$ cat src/rtl/mux_recirculacion.sv
`default_nettype none
// ============================================================================
// Module   : mux_recirculacion
// Function : Buffers four recirculated lanes in per-lane FIFOs and merges them
//            round-robin onto one registered byte stream; drives IDLE_OUT.
// Revision : 1.0 - initial release
// ============================================================================
module mux_recirculacion #(
  parameter int DATA_W     = 8,
  parameter int FIFO_DEPTH = 4,
  parameter int AF_THRESH  = 3,
  parameter int IDLE_GAP   = 2
) (
  input  logic              clk_f,
  input  logic              reset,
  input  logic [DATA_W-1:0] data_0rp,
  input  logic [DATA_W-1:0] data_1rp,
  input  logic [DATA_W-1:0] data_2rp,
  input  logic [DATA_W-1:0] data_3rp,
  input  logic              valid_0rp,
  input  logic              valid_1rp,
  input  logic              valid_2rp,
  input  logic              valid_3rp,
  input  logic              out_ready,
  output logic [DATA_W-1:0] data_out,
  output logic              valid_out,
  output logic [1:0]        lane_out,
  output logic              pause_0,
  output logic              pause_1,
  output logic              pause_2,
  output logic              pause_3,
  output logic              idle_out,
  output logic              overflow_err
);

  localparam int PTR_W = $clog2(FIFO_DEPTH);
  localparam int CNT_W = PTR_W + 1;
  localparam int QW    = $clog2(IDLE_GAP + 1);

  localparam logic [CNT_W-1:0] C_FULL = CNT_W'(FIFO_DEPTH);
  localparam logic [CNT_W-1:0] C_AF   = CNT_W'(AF_THRESH);
  localparam logic [QW-1:0]    C_GAP  = QW'(IDLE_GAP);

  typedef enum logic [0:0] {
    ST_IDLE   = 1'b0,
    ST_ACTIVE = 1'b1
  } state_t;

  logic [DATA_W-1:0] w_din  [4];
  logic [DATA_W-1:0] w_head [4];
  logic [3:0]        w_wr;
  logic [3:0]        w_empty;
  logic [3:0]        w_full;
  logic [3:0]        w_af;
  logic [3:0]        w_push;
  logic [3:0]        w_pop;
  logic [3:0]        w_ovf;

  logic [1:0]        r_rr;
  logic [1:0]        w_sel;
  logic [1:0]        w_idx;
  logic              w_any;
  logic              w_load;

  state_t            r_state;
  state_t            w_state_nxt;
  logic [QW-1:0]     r_quiet;
  logic [QW-1:0]     w_quiet_nxt;
  logic              w_quiet_cond;

  assign w_din[0] = data_0rp;
  assign w_din[1] = data_1rp;
  assign w_din[2] = data_2rp;
  assign w_din[3] = data_3rp;
  assign w_wr     = {valid_3rp, valid_2rp, valid_1rp, valid_0rp};

  // Per-lane FIFO; a pop from a full FIFO frees the slot for a same-cycle push.
  generate
    for (genvar g = 0; g < 4; g++) begin : g_lane
      logic [DATA_W-1:0] r_mem [FIFO_DEPTH];
      logic [PTR_W-1:0]  r_wptr;
      logic [PTR_W-1:0]  r_rptr;
      logic [CNT_W-1:0]  r_count;

      assign w_empty[g] = (r_count == '0);
      assign w_full[g]  = (r_count == C_FULL);
      assign w_af[g]    = (r_count >= C_AF);
      assign w_push[g]  = w_wr[g] && (!w_full[g] || w_pop[g]);
      assign w_ovf[g]   = w_wr[g] && w_full[g] && !w_pop[g];
      assign w_head[g]  = r_mem[r_rptr];

      always_ff @(posedge clk_f) begin
        if (!reset && w_push[g]) begin
          r_mem[r_wptr] <= w_din[g];
        end
      end

      always_ff @(posedge clk_f) begin
        if (reset) begin
          r_wptr  <= '0;
          r_rptr  <= '0;
          r_count <= '0;
        end else begin
          if (w_push[g]) r_wptr <= r_wptr + PTR_W'(1);
          if (w_pop[g])  r_rptr <= r_rptr + PTR_W'(1);
          case ({w_push[g], w_pop[g]})
            2'b10:   r_count <= r_count + CNT_W'(1);
            2'b01:   r_count <= r_count - CNT_W'(1);
            default: r_count <= r_count;
          endcase
        end
      end
    end
  endgenerate

  // Search rr+1 .. rr+4; iterating downward lets the nearest lane win.
  always_comb begin
    w_any = 1'b0;
    w_sel = r_rr;
    w_idx = '0;
    for (int k = 4; k >= 1; k--) begin
      w_idx = r_rr + 2'(k);
      if (!w_empty[w_idx]) begin
        w_any = 1'b1;
        w_sel = w_idx;
      end
    end
  end

  assign w_load = out_ready || !valid_out;
  assign w_pop  = (w_load && w_any) ? (4'b0001 << w_sel) : 4'b0000;

  always_ff @(posedge clk_f) begin
    if (reset) begin
      data_out     <= '0;
      valid_out    <= 1'b0;
      lane_out     <= '0;
      r_rr         <= 2'd3;
      overflow_err <= 1'b0;
    end else begin
      if (|w_ovf) overflow_err <= 1'b1;
      if (w_load) begin
        if (w_any) begin
          data_out  <= w_head[w_sel];
          lane_out  <= w_sel;
          valid_out <= 1'b1;
          r_rr      <= w_sel;
        end else begin
          valid_out <= 1'b0;
        end
      end
    end
  end

  assign w_quiet_cond = (&w_empty) && !valid_out && !(|w_wr);

  always_ff @(posedge clk_f) begin
    if (reset) begin
      r_state <= ST_IDLE;
      r_quiet <= '0;
    end else begin
      r_state <= w_state_nxt;
      r_quiet <= w_quiet_nxt;
    end
  end

  always_comb begin
    w_state_nxt = r_state;
    w_quiet_nxt = r_quiet;
    case (r_state)
      ST_IDLE: begin
        w_quiet_nxt = '0;
        if (|w_wr) w_state_nxt = ST_ACTIVE;
      end
      ST_ACTIVE: begin
        if (w_quiet_cond) begin
          if (r_quiet + QW'(1) == C_GAP) begin
            w_state_nxt = ST_IDLE;
            w_quiet_nxt = '0;
          end else begin
            w_quiet_nxt = r_quiet + QW'(1);
          end
        end else begin
          w_quiet_nxt = '0;
        end
      end
      default: begin
        w_state_nxt = ST_IDLE;
        w_quiet_nxt = '0;
      end
    endcase
  end

  assign idle_out = (r_state == ST_IDLE);
  assign pause_0  = w_af[0];
  assign pause_1  = w_af[1];
  assign pause_2  = w_af[2];
  assign pause_3  = w_af[3];

endmodule
`default_nettype wire

$ cat config.mk
export PLATFORM = sky130hd
export DESIGN_NAME = mux_recirculacion
export DESIGN_NICKNAME = d
export VERILOG_FILES = /design/src/rtl/mux_recirculacion.sv
export SDC_FILE = /design/constraint.sdc
export NUM_CORES = 1
export LEC_CHECK = 0
export BUFFER_PORTS_ARGS = -buffer_cell sky130_fd_sc_hd__buf_4
export CORE_MARGIN = 2
export CORE_UTILIZATION = 45
export DETAILED_ROUTE_END_ITERATION = 8
export GPL_TIMING_DRIVEN = 0
export SETUP_SLACK_MARGIN = 0.3
export SYNTH_ARGS = -nofsm -noshare
export SYNTH_HDL_FRONTEND = slang
export SYNTH_SLANG_ARGS = --single-unit
$ cat constraint.sdc
create_clock -name clk_f -period 2.49 [get_ports clk_f]
set_input_delay 0.498 -clock clk_f [delete_from_list [all_inputs] [get_ports clk_f]]
set_output_delay 0.498 -clock clk_f [all_outputs]
set_load 0.01 [all_outputs]
## Word level (Yosys, flattened, before mapping)

Memories as Yosys holds them, arrays and structs flattened. A register that Yosys moved wholly into a read port is not among the register bits.
Index checks and enable logic that the tools add are counted.

- Add/sub/neg operators: 20
- Magnitude comparators: 9
- Equality and inequality tests: 13
- Shift-type cells: 1
- Multiplexer cells: 47
- Bitwise logic cells: 2
- Reduce and logical (&&, ||, !) cells: 47

Operator list:

| cell | count |
|---|---|
| two-way mux 2 bit | 13 |
| one-hot mux 3 bit (2 select lines) | 4 |
| adder 2 x 1 -> 2 bit, second input constant | 10 |
| two-way mux 1 bit | 20 |
| logical AND 1 bit | 19 |
| binary-select mux 8 bit (select 2 bit) | 1 |
| two-way mux 8 bit | 2 |
| adder 3 x 1 -> 3 bit, second input constant | 4 |
| == test 3 bit, second input constant | 4 |
| greater-or-equal comparator 3 x 2 -> 1 bit, second input constant | 4 |
| logical NOT 3 bit | 4 |
| < comparator 2 x 3 -> 1 bit, second input constant | 4 |
| subtractor 3 x 1 -> 3 bit, second input constant | 4 |
| logical NOT 1 bit | 11 |
| == test 2 bit, second input constant | 5 |
| binary-select mux 1 bit (select 2 bit) | 4 |
| == test 2 x 1 -> 1 bit, second input constant | 4 |
| nonzero test 2 bit | 4 |
| OR reduction 4 bit | 2 |
| logical OR 1 bit | 5 |
| adder 2 bit, second input constant | 2 |
| two-way mux 4 bit | 1 |
| one-hot mux 2 bit (2 select lines) | 1 |
| AND reduction 4 bit | 1 |
| other kinds (6) | 6 |

- Register bits: 45
- RAM bits: 128
- Bits of input ports: 39
- Output and inout port bits: 17
- Logic and storage cells: 162
- Memories: 4

Memories:

| name | words | bits a word | read ports | clocked after memory_dff | wr ports | RTL line | source |
|---|---|---|---|---|---|---|---|
| g_lane[0].r_mem | 4 | 8 | 1 | 1 | 1 | 80 | `logic [DATA_W-1:0] r_mem [FIFO_DEPTH];` |
| g_lane[1].r_mem | 4 | 8 | 1 | 1 | 1 | 80 |  |
| g_lane[2].r_mem | 4 | 8 | 1 | 1 | 1 | 80 |  |
| g_lane[3].r_mem | 4 | 8 | 1 | 1 | 1 | 80 |  |

## Logic depth before layout (Yosys ltp)

- Depth in word-level cells: 14
- Mapped depth: 10
- Depth with buffers taken out: 9

## Worst setup path before layout

Ideal clock, no wire load.

- Kind: register to register
- Start point: reg g_lane[3].r_count[0]
- End point: reg g_lane[1].r_count[2]
- Library setup time: 0.121 ns
- Data arrival time: 2.646 ns
- Data required time: 2.369 ns
- Slack: -0.276 ns
- Stages on the path, launching flop included: 10
- Buffers on the path: 0
- Clock period less this slack: 2.766 ns
- Cell sequence: dfxtp_1 -> or3_4 -> a211o_1 -> nand2_1 -> o211ai_2 -> or2_2 -> fa_1 -> nor2b_1 -> mux2i_1 -> mux2_2

- Cells in the longest elaborated chain, start to end: 13
- Elaborated cells between the ends (all ways): 25
- Classes of those cells: eq/ne: 2; shift: 1; mux: 17; reduce/logical: 5

RTL lines:

| element | RTL line | source |
|---|---|---|
| start: declaration | 83 | `logic [CNT_W-1:0] r_count;` |
| start signal: assignment | 107 | `2'b10: r_count <= r_count + CNT_W'(1);` |
| start signal: assignment | 108 | `2'b01: r_count <= r_count - CNT_W'(1);` |
| start signal: assignment | 109 | `default: r_count <= r_count;` |
| logical NOT 3 bit * | 85 | `assign w_empty[g] = (r_count == '0);` |
| binary-select mux 1 bit (select 2 bit) | 123 | `if (!w_empty[w_idx]) begin` |
| two-way mux 1 bit (not written as such) | 123 |  |
| two-way mux 1 bit (4 in series) | 123 |  |
| logical AND 1 bit | 131 | `assign w_pop = (w_load && w_any) ? (4'b0001 << w_sel) : 4'b0000;` |
| two-way mux 4 bit * | 131 |  |
| logical OR 1 bit | 88 | `assign w_push[g] = w_wr[g] && (!w_full[g] \|\| w_pop[g]);` |
| logical AND 1 bit | 88 |  |
| == test 2 x 1 -> 1 bit / == test 2 bit (equally long branches) | 106 | `case ({w_push[g], w_pop[g]})` |
| one-hot mux 3 bit (2 select lines) / nonzero test 2 bit (equally long branches) | n/a |  |
| end signal: assignment | 107 |  |
| end signal: assignment | 108 |  |
| end signal: assignment | 109 |  |
| end: declaration | 83 |  |

Every way passes the cells marked *; elsewhere a longest branch is shown, timed or not. The select of a mux whose other input is x is not followed.
A chain may end at the register's enable or synchronous reset.

## Worst setup path in the final report

- Start point: reg g_lane[3].r_count[1]
- End point: reg g_lane[0].r_count[2]

- Cells in the longest elaborated chain, start to end: 13
- Elaborated cells between the ends (all ways): 25
- Classes of those cells: eq/ne: 2; shift: 1; mux: 17; reduce/logical: 5

RTL lines:

| element | RTL line |
|---|---|
| logical NOT 3 bit * | 85 |
| binary-select mux 1 bit (select 2 bit) | 123 |
| two-way mux 1 bit (not written as such) | 123 |
| two-way mux 1 bit (4 in series) | 123 |
| logical AND 1 bit | 131 |
| two-way mux 4 bit * | 131 |
| logical OR 1 bit | 88 |
| logical AND 1 bit | 88 |
| == test 2 x 1 -> 1 bit / == test 2 bit (equally long branches) | 106 |
| one-hot mux 3 bit (2 select lines) / nonzero test 2 bit (equally long branches) | n/a |
| end signal: assignment | 107 |
| end signal: assignment | 108 |
| end signal: assignment | 109 |
| end: declaration | 83 |

Marked as above.

==> results.toml <==
[outcome]
run_status = "finished, violations left"
failed_checks = "negative setup slack"

[cts]
ctsHoldBuffers = 0
worst_setup_hold_path_clk_slew_ns = 0.07
cts-root-to-sink-buffers = 2
root_buffer = "sky130_fd_sc_hd__clkbuf_16"
cts_num_sinks = 181
tritoncts_buffers = 17
cts_tree = "yes"
ctsHtreeMaxLevel = 4
clkLatencyLatePin_ns = 0.43

[final_layout]
layout.area.seq_um2 = 4920
post_route_cells_drive_above_1_share_pct = 44.6
nets = 699
antennaDiodeCount = 0
areaGrowthSynthToFinish_pct = 30.6
final_cell_area_um2 = 10200
area_occupied_by_multi_input_gates_um2 = 3370
layout.filler_cells = 1328
utilization_pct = 59.5

[detailed_routing]
antenna_violating_nets_post_route = 0
wl_per_cell_um = 18.9
routed-via-count = 4643
detail_route.drc_violations = 0
initialDrtViolationCount = 295
post_dr_vias_cell = 5.29
route.final.wire_length_um = 16600
drt-pass1-iter-count = 4

[logic_synthesis]
syn_avg_cell_area_um2 = 14.9
synth-main-ff-cell = "sky130_fd_sc_hd__edfxtp_1"
synth-seq-area-share_pct = 62.9
post_synth_instance_area_um2 = 7790
synth.cells.most_frequent = "128 x sky130_fd_sc_hd__edfxtp_1, 53 x sky130_fd_sc_hd__dfxtp_1, 47 x sky130_fd_sc_hd__nor2_1"
synth_warnings = 0
post_synth_inst_count = 522
area_leader_netlist = "sky130_fd_sc_hd__edfxtp_1"
post_syn_nets = 582
async_flop_share_pct = 0
netlist-cell-type-count = 51
share_of_yosys_cell_area_claimed_by_the_top_area_cell_type_pct = 49.3
leading_post_synthesis_cells_by_cell_area = "sky130_fd_sc_hd__edfxtp_1 49%, sky130_fd_sc_hd__dfxtp_1 14%, sky130_fd_sc_hd__mux4_2 9.2%, sky130_fd_sc_hd__mux2i_1 3.1%, sky130_fd_sc_hd__mux2_2 2.9%"
synth_most_common_cell = "sky130_fd_sc_hd__edfxtp_1"
yosys_register_bits = 181
synth_enable_flop_cells = 128

[worst_setup_path]
critical_path_peak_fanout = 4
critPathCaptureType = "flip-flop"
required_time_of_the_critical_path_ns = 2.81
worstReg2RegStart = "g_lane[3].r_count[1]$_SDFFE_PP0P_"
cp_data_arrival_time_ns = 2.96
reg2regPathDepth = 10
critical_path.startpoint_type = "flip-flop"
r2r_end = "g_lane[0].r_count[2]$_SDFFE_PP0P_"
ff2ff_setup_slack_ns = -0.15
critPathKind = "flip-flop to flip-flop"

[global_route]
wire_length_of_the_first_global_routing_pass_um = 25100
grt.total_usage_pct = 18.5
grt_max_degree = 18
grt_antenna_before_repair = 0
grt_remaining_overflow = 0
first_global_vias = 4723

[power_and_ir_drop]
clock_power_share_pct = 21.4
switching_power_of_the_nets_mw = 3.96
worst_ir_drop_vdd_v = 0.000752
power.internal_mw = 8.11
power_density_nw_per_um2 = 1190
power_frac_comb_pct = 47.2
static-leakage-power_nw = 3.68
pwr-share-seq_pct = 31.3
switching_share_pct = 32.8

[die]
initial_cell_density_of_the_core_pct = 45.5
die_h_um = 136
boundaryPins = 56
core_area_um2 = 17100
row_count = 48
die_x_um = 136
floorplan.die_area_um2 = 18400

[min_path]
holdPathStages = 1
worst_hold_path_type = "input pin to flip-flop"
timing.hold.worst_endpoint = "g_lane[3].r_mem[1][0]$_DFFE_PP_"
worstHoldStart = "data_3rp[0]"

[placed_design]
post_dp_cell_area_um2 = 8560
placement.io_buffers = 52
dp_hpwl_um = 10900
gp_congestion = 0.751

[timing]
finalSetupViolations = 71
worst_slew_margin_rel_pct = 51.3
maxSlewViolCount = 0
final_hold_viol_count = 0
final.min_clock_period_ns = 2.64
worst-slew-pin-transition_ns = 0.731
max_clock_freq_mhz = 379
timing.final.crit_share_pct = 106
post-route-worst-setup-slack_ns = -0.147
rsz0062_at_grt = "yes"
skew_ns = 0.00926

[run]
drv.max_cap_violation_count = 0
[placed cells by master, fill, tap and decap left out, drive strengths merged, types with 6 or more instances in the layout]
master  Yosys  routed
nor2b       7       7
ha         17      17
nand2b     18      18
edfxtp    128     128
clkbuf     12      30
mux2       24      24
nor3        7       7
or3         6       6
a21oi      11      11
mux2i      24      24
xnor2       6       6
nand2       7       7
nand3b      9       9
dfxtp      53      53
buf        11     108
o21ai      13      13
nor2       47      47
inv        23      29
mux4       32      32
and2       18      18
[critical path: stages (launching register included)]
cell and delay [ns]:
sky130_fd_sc_hd__dfxtp_2 0.32, sky130_fd_sc_hd__or3_4 0.42, sky130_fd_sc_hd__buf_6 0.13, sky130_fd_sc_hd__a22oi_2 0.23
sky130_fd_sc_hd__nand3_4 0.19, sky130_fd_sc_hd__nor2_4 0.18, sky130_fd_sc_hd__nand2_2 0.08, sky130_fd_sc_hd__fa_2 0.41
sky130_fd_sc_hd__nor2_1 0.16, sky130_fd_sc_hd__a32oi_2 0.09, sky130_fd_sc_hd__mux2_4 0.31
[flip-flops by register name (all words and copies together), names as in the netlist, named ones only]
register	cells
r_quiet	2
g_lane.r_mem	128
data_out	8
g_lane.r_rptr	8
g_lane.r_count	12
lane_out	2
r_state	1
r_rr	2
overflow_err	1
valid_out	1
g_lane.r_wptr	8
[repair_timing]
item / in CTS / in global routing
gates resized for setup: 70 / 99
gates cloned: 0 / 1
pin swaps: 28 / 33
buffers inserted: 32 / 13
setup endpoints to repair: 155 / 169
[power groups by stage]
stage | Combinational [mW] | Clock, mW | Sequential, mW
finish | 5.70 | 2.58 | 3.78
global route | 6.05 | 2.74 | 3.82
CTS | 4.27 | 2.62 | 3.77
detailed placement | 3.30 | 0 | 3.83
global placement | 3.21 | 0 | 3.81
floorplan | 2.43 | 0 | 3.81
[cell families after synthesis]
| logic type | Yosys count | synth area share [%] |
|---|---|---|
| muxes | 80 | 15.9 |
| DFF | 181 | 62.9 |
| and+or+nand+nor | 141 | 10.1 |
| AOI/OAI and AO/OA | 47 | 4.21 |
| xor gates and xnor gates | 6 | 0.674 |
| buffers and inverters | 46 | 2.42 |
| adders and majority gates | 21 | 3.76 |
[routing by layer]
layer	track usage, %	vias to the layer above	part of all wire (%)
met2	31.2	102	51
met3	3.74	16	3.6
met4	5.73	0	1.3
met1	24.4	2336	44
li1	-	2189	-
met5	0	-	0
[worst max-delay path by stage]
stage                                                    to                               from
after global routing      g_lane[0].r_count[2]$_SDFFE_PP0P_  g_lane[3].r_count[1]$_SDFFE_PP0P_
after detailed placement  g_lane[1].r_count[2]$_SDFFE_PP0P_  g_lane[3].r_count[0]$_SDFFE_PP0P_
final                     g_lane[0].r_count[2]$_SDFFE_PP0P_  g_lane[3].r_count[1]$_SDFFE_PP0P_
after floorplan           g_lane[1].r_count[2]$_SDFFE_PP0P_  g_lane[3].r_count[1]$_SDFFE_PP0P_
after CTS                 g_lane[1].r_count[2]$_SDFFE_PP0P_  g_lane[3].r_count[0]$_SDFFE_PP0P_
after global placement    g_lane[3].r_count[2]$_SDFFE_PP0P_  g_lane[0].r_count[0]$_SDFFE_PP0P_
[area by class of cell]
cell class | count | share of cell area (%)
Clock inverter | 15 | 1.43
Clock buffer | 17 | 4.18
Sequential cell | 181 | 48.3
Buffer | 23 | 1.24
Inverter | 23 | 0.848
Tap cell | 225 | 2.77
Timing Repair Buffer | 98 | 8.15
Multi-Input combinational cell | 295 | 33.1
[stage by stage]
step	instances	TNS [ns]	power, mW	hold WS [ns]	worst slack, ns
floorplan	522	-0.0498	6.24	0.398	-0.0498
global placement	799	-1.06	7.02	0.407	-0.232
detailed placement	799	-3.43	7.13	0.424	-0.234
CTS	863	-0.230	10.7	0.244	-0.107
global route	877	-5.83	12.6	0.247	-0.215
finish	877	-1.54	12.1	0.259	-0.147
(Power assumes the default switching activity.)
